`src/rtl/wb_port_arbiter.sv`:
```
// Writeback port arbiter: shares the single register-file write port between
// the in-order writeback pipe and a 2-entry buffer of multiply/divide results.
// The pipe normally wins. A buffered MDU result is forced out when the buffer
// is full, when it has waited STARVE_LIMIT cycles, or when the pipe is about
// to write a register that a buffered result also targets.
module wb_port_arbiter #(
    parameter int STARVE_LIMIT = 4,
    parameter int FIFO_DEPTH   = 2
) (
    input  logic        clk,
    input  logic        reset,
    input  logic        pipe_valid,
    input  logic        pipe_wen,
    input  logic [4:0]  pipe_dst,
    input  logic [63:0] pipe_data,
    output logic        pipe_stall,
    input  logic        mdu_valid,
    input  logic [4:0]  mdu_dst,
    input  logic [63:0] mdu_data,
    output logic        mdu_ready,
    output logic        rf_wen,
    output logic [4:0]  rf_waddr,
    output logic [63:0] rf_wdata,
    output logic        busy
);

    // starve_cnt is 3 bits wide, so the limit is taken modulo 8
    localparam logic [2:0] STARVE_MAX = 3'(STARVE_LIMIT);

    // Buffer state: one valid bit per slot, 1-bit pointers (depth is 2)
    logic [FIFO_DEPTH-1:0] valid_reg;
    logic [FIFO_DEPTH-1:0] valid_next;
    logic                  rd_ptr_reg;
    logic                  wr_ptr_reg;
    logic [2:0]            starve_cnt_reg;
    logic [2:0]            starve_cnt_next;
    logic [4:0]            dst_mem  [FIFO_DEPTH];
    logic [63:0]           data_mem [FIFO_DEPTH];

    logic                  full;
    logic                  empty;
    logic                  pipe_req;
    logic                  head_req;
    logic [FIFO_DEPTH-1:0] waw_hit;
    logic                  waw;
    logic                  forced;
    logic                  grant_head;
    logic                  grant_pipe;
    logic                  enq;
    logic [4:0]            head_dst;
    logic [63:0]           head_data;

    assign full      = &valid_reg;
    assign empty     = ~|valid_reg;
    assign head_dst  = dst_mem[rd_ptr_reg];
    assign head_data = data_mem[rd_ptr_reg];

    // While reset is held every request and handshake is masked off, so the
    // outputs read as idle no matter what the inputs or stale state say.
    assign pipe_req  = !reset && pipe_valid && pipe_wen;
    assign head_req  = !reset && !empty;
    assign mdu_ready = !reset && !full;
    assign busy      = !reset && !empty;
    assign enq       = mdu_valid && mdu_ready;

    // Per-slot hazard compare against the pipe destination
    generate
        for (genvar gi = 0; gi < FIFO_DEPTH; gi++) begin : g_waw
            assign waw_hit[gi] = valid_reg[gi] && (dst_mem[gi] == pipe_dst);
        end
    endgenerate

    assign waw = pipe_req && (pipe_dst != 5'd0) && (|waw_hit);

    // Grant selection: forced drain beats the pipe, the pipe beats an idle head
    always_comb begin
        forced     = head_req && (full || (starve_cnt_reg == STARVE_MAX) || waw);
        grant_head = forced || (head_req && !pipe_req);
        grant_pipe = pipe_req && !grant_head;
        pipe_stall = pipe_req && grant_head;
    end

    // Register-file write port mux; r0 writes are consumed but not enabled
    always_comb begin
        rf_wen   = 1'b0;
        rf_waddr = 5'd0;
        rf_wdata = 64'd0;
        if (grant_head) begin
            rf_wen   = (head_dst != 5'd0);
            rf_waddr = head_dst;
            rf_wdata = head_data;
        end else if (grant_pipe) begin
            rf_wen   = (pipe_dst != 5'd0);
            rf_waddr = pipe_dst;
            rf_wdata = pipe_data;
        end
    end

    // Next slot occupancy; enqueue and pop never target the same slot because
    // that would require the buffer to be both empty and full.
    generate
        for (genvar gi = 0; gi < FIFO_DEPTH; gi++) begin : g_valid
            assign valid_next[gi] = (enq && (wr_ptr_reg == 1'(gi))) ? 1'b1 :
                                    (grant_head && (rd_ptr_reg == 1'(gi))) ? 1'b0 :
                                    valid_reg[gi];
        end
    endgenerate

    // Starvation count follows the current head and restarts on every pop
    always_comb begin
        starve_cnt_next = starve_cnt_reg;
        if (empty || grant_head) begin
            starve_cnt_next = 3'd0;
        end else if (head_req && grant_pipe && (starve_cnt_reg < STARVE_MAX)) begin
            starve_cnt_next = starve_cnt_reg + 3'd1;
        end
    end

    // Control state: occupancy, pointers and starvation count
    always_ff @(posedge clk) begin
        if (reset) begin
            valid_reg      <= '0;
            rd_ptr_reg     <= 1'b0;
            wr_ptr_reg     <= 1'b0;
            starve_cnt_reg <= 3'd0;
        end else begin
            valid_reg      <= valid_next;
            rd_ptr_reg     <= rd_ptr_reg ^ grant_head;
            wr_ptr_reg     <= wr_ptr_reg ^ enq;
            starve_cnt_reg <= starve_cnt_next;
        end
    end

    // Entry payload storage; contents are only meaningful under a valid bit
    always_ff @(posedge clk) begin
        if (enq) begin
            dst_mem[wr_ptr_reg]  <= mdu_dst;
            data_mem[wr_ptr_reg] <= mdu_data;
        end
    end

endmodule

```
`config.mk`:
```
export PLATFORM = sky130hd
export DESIGN_NAME = wb_port_arbiter
export DESIGN_NICKNAME = d
export VERILOG_FILES = /design/src/rtl/wb_port_arbiter.sv
export SDC_FILE = /design/constraint.sdc
export NUM_CORES = 1
export LEC_CHECK = 0
export ABC_AREA = 0
export CORE_UTILIZATION = 39
export CTS_CLUSTER_DIAMETER = 40
export DETAILED_ROUTE_END_ITERATION = 10
export PLACE_DENSITY_LB_ADDON = 0.12
export SLEW_MARGIN = 25
export SYNTH_ARGS = -nofsm -noshare
export SYNTH_HDL_FRONTEND = slang
export SYNTH_SLANG_ARGS = --single-unit
```
`constraint.sdc`:
```
create_clock -name clk -period 3 [get_ports clk]
set_input_delay 0.6 -clock clk [delete_from_list [all_inputs] [get_ports clk]]
set_output_delay 0.6 -clock clk [all_outputs]
set_load 0.05 [all_outputs]
```
Word-level counts from Yosys, hierarchy flattened --
Memories as Yosys holds them, arrays and structs flattened. A register that Yosys moved wholly into a read port is not among the register bits. Cells that the tools add are included.
Storage, ports and cells: output and inout port bits 73, memory bits (writable) 138, input port bits 143, register bits after elaboration 7, memories 2, logic and storage cells 66
Operators by class: $add $sub $neg 1, reduce and logical (&&, ||, !) cells 36, mux-type cells 14, magnitude comparators 1, bitwise gates (word level) 4, equality and inequality tests 3
Memories:
- data_mem | depth 2, width 64, rd ports 1, clocked after memory_dff 1, wr ports 1, RTL line 38 | logic [63:0] data_mem [FIFO_DEPTH];
- dst_mem | depth 2, width 5, rd ports 3, clocked after memory_dff 1, wr ports 1, RTL line 37 | logic [4:0] dst_mem [FIFO_DEPTH];
Operators by type and width (count):
- $mux 64 | 2
- $logic_and 1x1->1 | 19
- $eq 5x5->1 | 2
- $mux 1 | 10
- $mux 5 | 2
- $reduce_bool 5->1 | 2
- $reduce_or 2->1 | 3
- $logic_not 1->1 | 5
- $logic_or 1x1->1 | 4
- $reduce_bool 2->1 | 2
- $add 3x1->3 const B | 1
- $eq 3x3->1 const B | 1
- $lt 3x3->1 const B | 1
- $not 1->1 | 2
- $reduce_and 2->1 | 1
- $xor 1x1->1 | 2

Depth between registers and ports, before layout --
depth in word-level cells 12, depth in mapped cells 12, mapped depth without buffers 10

Worst setup path before layout --
Ideal clock, no wire load.
path type in2reg, from input reset, to memory data_mem[1][0] (enable), setup slack -1.021 ns, buffers on the path 1, required time 2.564 ns, setup time 0.436 ns, stages on the path 4, arrival time 3.585 ns, cell sequence clkbuf_1 > a21oi_1 > and2_1 > ha_1
On the way: word-level cells in the longest chain between the ends 5
RTL lines:
- start, declared | RTL line 11 | input logic reset,
- $logic_not 1->1 | RTL line 62 | assign mdu_ready = !reset && !full;
- $logic_and 1x1->1 | RTL line 62
- net mdu_ready | RTL line 20 | output logic mdu_ready,
- $logic_and 1x1->1 | RTL line 64 | assign enq = mdu_valid && mdu_ready;
- $mux 1 | RTL line 136 | if (enq) begin
- $mux 1 (not written as such) | RTL line 138 | data_mem[wr_ptr_reg] <= mdu_data;
- end, declared | RTL line 38
The timed path passes the listed nets, and every way through them passes these cells.

Worst setup path in the final report --
from input pipe_dst[1], to output rf_wdata[53]
On the way: word-level cells in the longest chain between the ends 11, elaborated cells on any way between the ends 15, classes of those cells eq/ne (2); mux (2); reduce/logical (11)
RTL lines:
- start, declared | RTL line 14 | input logic [4:0] pipe_dst,
- $eq 5x5->1 | RTL line 69 | assign waw_hit[gi] = valid_reg[gi] && (dst_mem[gi] == pipe_dst);
- $logic_and 1x1->1 | RTL line 69
- $reduce_or 2->1 | RTL line 73 | assign waw = pipe_req && (pipe_dst != 5'd0) && (|waw_hit);
- $logic_and 1x1->1 * | RTL line 73
- $logic_or 1x1->1 * | RTL line 77 | forced = head_req && (full || (starve_cnt_reg == STARVE_MAX) || waw);
- $logic_and 1x1->1 * | RTL line 77
- $logic_or 1x1->1 * | RTL line 78 | grant_head = forced || (head_req && !pipe_req);
- $logic_not 1->1 | RTL line 79 | grant_pipe = pipe_req && !grant_head;
- $logic_and 1x1->1 | RTL line 79
- $mux 64 | RTL line 92 | end else if (grant_pipe) begin
- $mux 64 * | RTL line 88 | if (grant_head) begin
- end, declared | RTL line 23 | output logic [63:0] rf_wdata,
Mark *: on every way between the ends. The rest lies on a longest branch, timed or not.

==> results.py <==
metrics = {
    "status": {
        "status": "finished, violations left",
        "violations": "negative setup slack",
    },
    "timing": {
        "max_freq_ghz": 0.311,
        "tightestPinTransition_ns": 0.426,
        "post-route-period-util": 1.07,
        "hold_viol_final": 0,
        "setup_viol_count_final": 71,
        "max_slew_margin": 0.716,
        "skew_ns": 0.00653,
        "rsz0062_at_grt": "true",
        "fin_tns_setup_ns": -10.61,
        "timing.hold.ws_ns": 0.591,
        "layout_setup_ws_ns": -0.220,
        "slew_viol_final": 0,
        "min_period_ns": 3.22,
    },
    "synth": {
        "synthTopCellsByCount": "mux2i_1, edfxtp_1, nand2_1",
        "yosys_warnings": 0,
        "ys_seq_elements": 145,
        "synthFlopType": "edfxtp_1",
        "netlist_top_cells_area": "edfxtp_1, mux2i_1, nand2_1",
        "async_reset_ff_frac": 0,
        "seq_area_frac_synth": 0.650,
        "syn_nets": 585,
        "synth_most_common_cell": "mux2i_1",
        "yosys.cell_types.count": 30,
        "yosysTopAreaCell": "edfxtp_1",
        "avgSynthCellArea_sq_um": 15.1,
        "synth_top_area_share": 0.629,
        "syn-cell-area_sq_um": 6590,
        "syn_inst": 436,
        "synth_edf_count": 138,
    },
    "grt": {
        "grt_pass1_wl_mm": 26.0,
        "grt_pass1_vias": 4935,
        "use_met1": 0.221,
        "met2_usage": 0.354,
        "antenna_found_initial": 2,
        "top_usage_layer": "met2",
        "met3_usage": 0.0600,
        "grt_usage": 0.198,
        "grt.overflow.total": 0,
        "grt_start_max_net_pins": 50,
    },
    "clock_tree": {
        "cts_tree": "yes",
        "cts_max_level": 4,
        "clock_path_buffers": 2,
        "cts.reportedPaths.clkPinSlew_ns": 0.06,
        "clock_sinks": 145,
        "numCtsBuffers": 17,
        "cts-root-buf": "clkbuf_16",
        "clk_latency_ns": 0.42,
    },
    "setup_path": {
        "critical_path.startpoint_type": "input pin",
        "setup.worst_path.class": "in -> out",
        "worstPathArrival_ns": 2.62,
        "worstReg2RegStart": "dst_mem[0][2]$_DFFE_PP_",
        "rrSetupSlack_ns": 0.70,
        "critical_path_required_ns": 2.40,
        "ff2ff_path_depth": 13,
        "endpoint": "rf_wdata[53]",
        "reg2reg_to": "valid_reg[1]$_SDFFE_PP0P_",
        "startpoint": "pipe_dst[1]",
        "crit_fanout": 8,
        "setup.worst_path.end_class": "primary output",
    },
    "routing": {
        "drt_iter0_drc": 167,
        "avgViaCountPerCell": 4.86,
        "postRouteAntennaNets": 0,
        "wl_mm": 16.6,
        "firstDrtPassIters": 4,
        "route.detailed.drc": 0,
        "wire_per_inst_microns": 17.9,
        "vias": 4498,
    },
    "power": {
        "vdd_drop_max_mv": 0.428,
        "switching_share": 0.246,
        "p_per_area_nw_per_um2": 493,
        "leakage_nw": 3.98,
        "seq_power_share": 0.404,
        "intPower_mw": 4.34,
        "clockPowerShare": 0.382,
        "p_switching_mw": 1.42,
        "p_comb_frac": 0.214,
    },
    "floorplan": {
        "design.die.area_sq_um": 17400,
        "die_w_microns": 132,
        "die_h_microns": 132,
        "io_pins": 216,
        "rows": 47,
        "start_util": 0.399,
        "fp.coreArea_sq_um": 16500,
    },
    "layout": {
        "drive_above_1_share": 0.335,
        "layout.nets": 841,
        "largest_reg_flops": 128,
        "syn_to_final_growth_pct": 77.4,
        "finish.utilization": 0.707,
    },
    "place": {
        "place.gp.congestion": 0.758,
        "portBuffers": 215,
        "place_hpwl_mm": 11.8,
    },
    "flow_run": {
        "cap_violations": 0,
    },
    "min_path": {
        "min_path_type": "reg -> reg",
    },
}
metal layers:
metal / vias to the layer above / part of all wire
li1: 2137 / -
met1: 2189 / 0.37
met2: 154 / 0.55
met3: 18 / 0.066
met4: 0 / 0.014
met5: - / 0
logic make-up after synthesis:
kind of cell | after synthesis | share of synthesized area
AO/OA/AOI/OAI | 9 | 0.00987
XOR/XNOR | 11 | 0.0146
adder cells (fa/ha/maj) | 6 | 0.0114
buffers and inverters | 32 | 0.0380
flip-flops | 145 | 0.650
multiplexers | 140 | 0.213
AND/OR/NAND/NOR | 93 | 0.0634
critical path, stage by stage:
cell and delay (ns):
buf_6 0.09, or4_4 0.56, nor2_4 0.14, o311ai_4 0.13, o21ai_4 0.22, buf_12 0.17, buf_6 0.10, buf_12 0.15
mux2i_4 0.28, buf_12 0.16
per-stage QoR:
step	power (mW)	std cells	cell area [sq um]	worst slack, ns
after floorplan	3.00	436	7460	-0.291
after global placement	3.56	882	10900	-0.539
after detailed placement	3.58	882	10900	-0.577
after CTS	5.82	926	11700	-0.221
after global routing	5.95	925	11700	-0.271
final	5.76	926	11700	-0.220
final cells by class:
cell class,count,area [sq um]
diodes,1,2.50
clock buffers,19,433
clock inverters,13,186
fillers,1077,4840
inverters,8,30.0
multi-input cells,259,3000
flip-flops and latches,145,4290
well taps,220,275
repair buffers,261,3470
cells in the final DEF, fill, tap and decap left out, types with 4 or more instances in the layout:
cell               n
bufinv_16          4
buf_4             21
buf_12            87
mux2i_4           70
nor3_1             4
clkinvlp_4         6
edfxtp_1         138
dfxtp_1            6
inv_1              7
buf_6              9
ha_1               4
xnor2_1            7
a21oi_1            4
clkbuf_16         17
nor2_1             6
mux2i_1           70
clkdlybuf4s50_1  136
nand2_1           71
worst min path at each step:
| stage | startpoint | end | slack [ns] | cells after the start |
|---|---|---|---|---|
| after floorplan | starve_cnt_reg[1]$_SDFFE_PP0P_ | starve_cnt_reg[1]$_SDFFE_PP0P_ | 0.52 | 2 |
| after CTS | valid_reg[0]$_SDFFE_PP0P_ | valid_reg[0]$_SDFFE_PP0P_ | 0.57 | 2 |
| final | valid_reg[0]$_SDFFE_PP0P_ | valid_reg[0]$_SDFFE_PP0P_ | 0.59 | 2 |
| after global placement | starve_cnt_reg[1]$_SDFFE_PP0P_ | starve_cnt_reg[1]$_SDFFE_PP0P_ | 0.53 | 2 |
| after detailed placement | valid_reg[0]$_SDFFE_PP0P_ | valid_reg[0]$_SDFFE_PP0P_ | 0.56 | 2 |
| after global routing | starve_cnt_reg[0]$_SDFFE_PP0P_ | starve_cnt_reg[0]$_SDFFE_PP0P_ | 0.62 | 2 |
power by group through the flow:
stage / Combinational [mW] / Sequential (mW) / Clock [mW]
after floorplan: 0.641 / 2.36 / 0
after global placement: 1.19 / 2.37 / 0
after detailed placement: 1.21 / 2.37 / 0
after CTS: 1.24 / 2.33 / 2.25
after global routing: 1.28 / 2.34 / 2.33
final: 1.23 / 2.33 / 2.20
what timing repair did:
action | 4_1_cts | 5_1_grt
hold buffers | 0 | 0
pin swaps | 5 | 4
resized for setup | 36 | 8
endpoints found under the hold margin | 0 | 0
gates cloned | 1 | 0
setup buffers | 12 | 2
setup endpoints to repair | 71 | 71
Note: power is estimated with default switching activity, not from simulation.
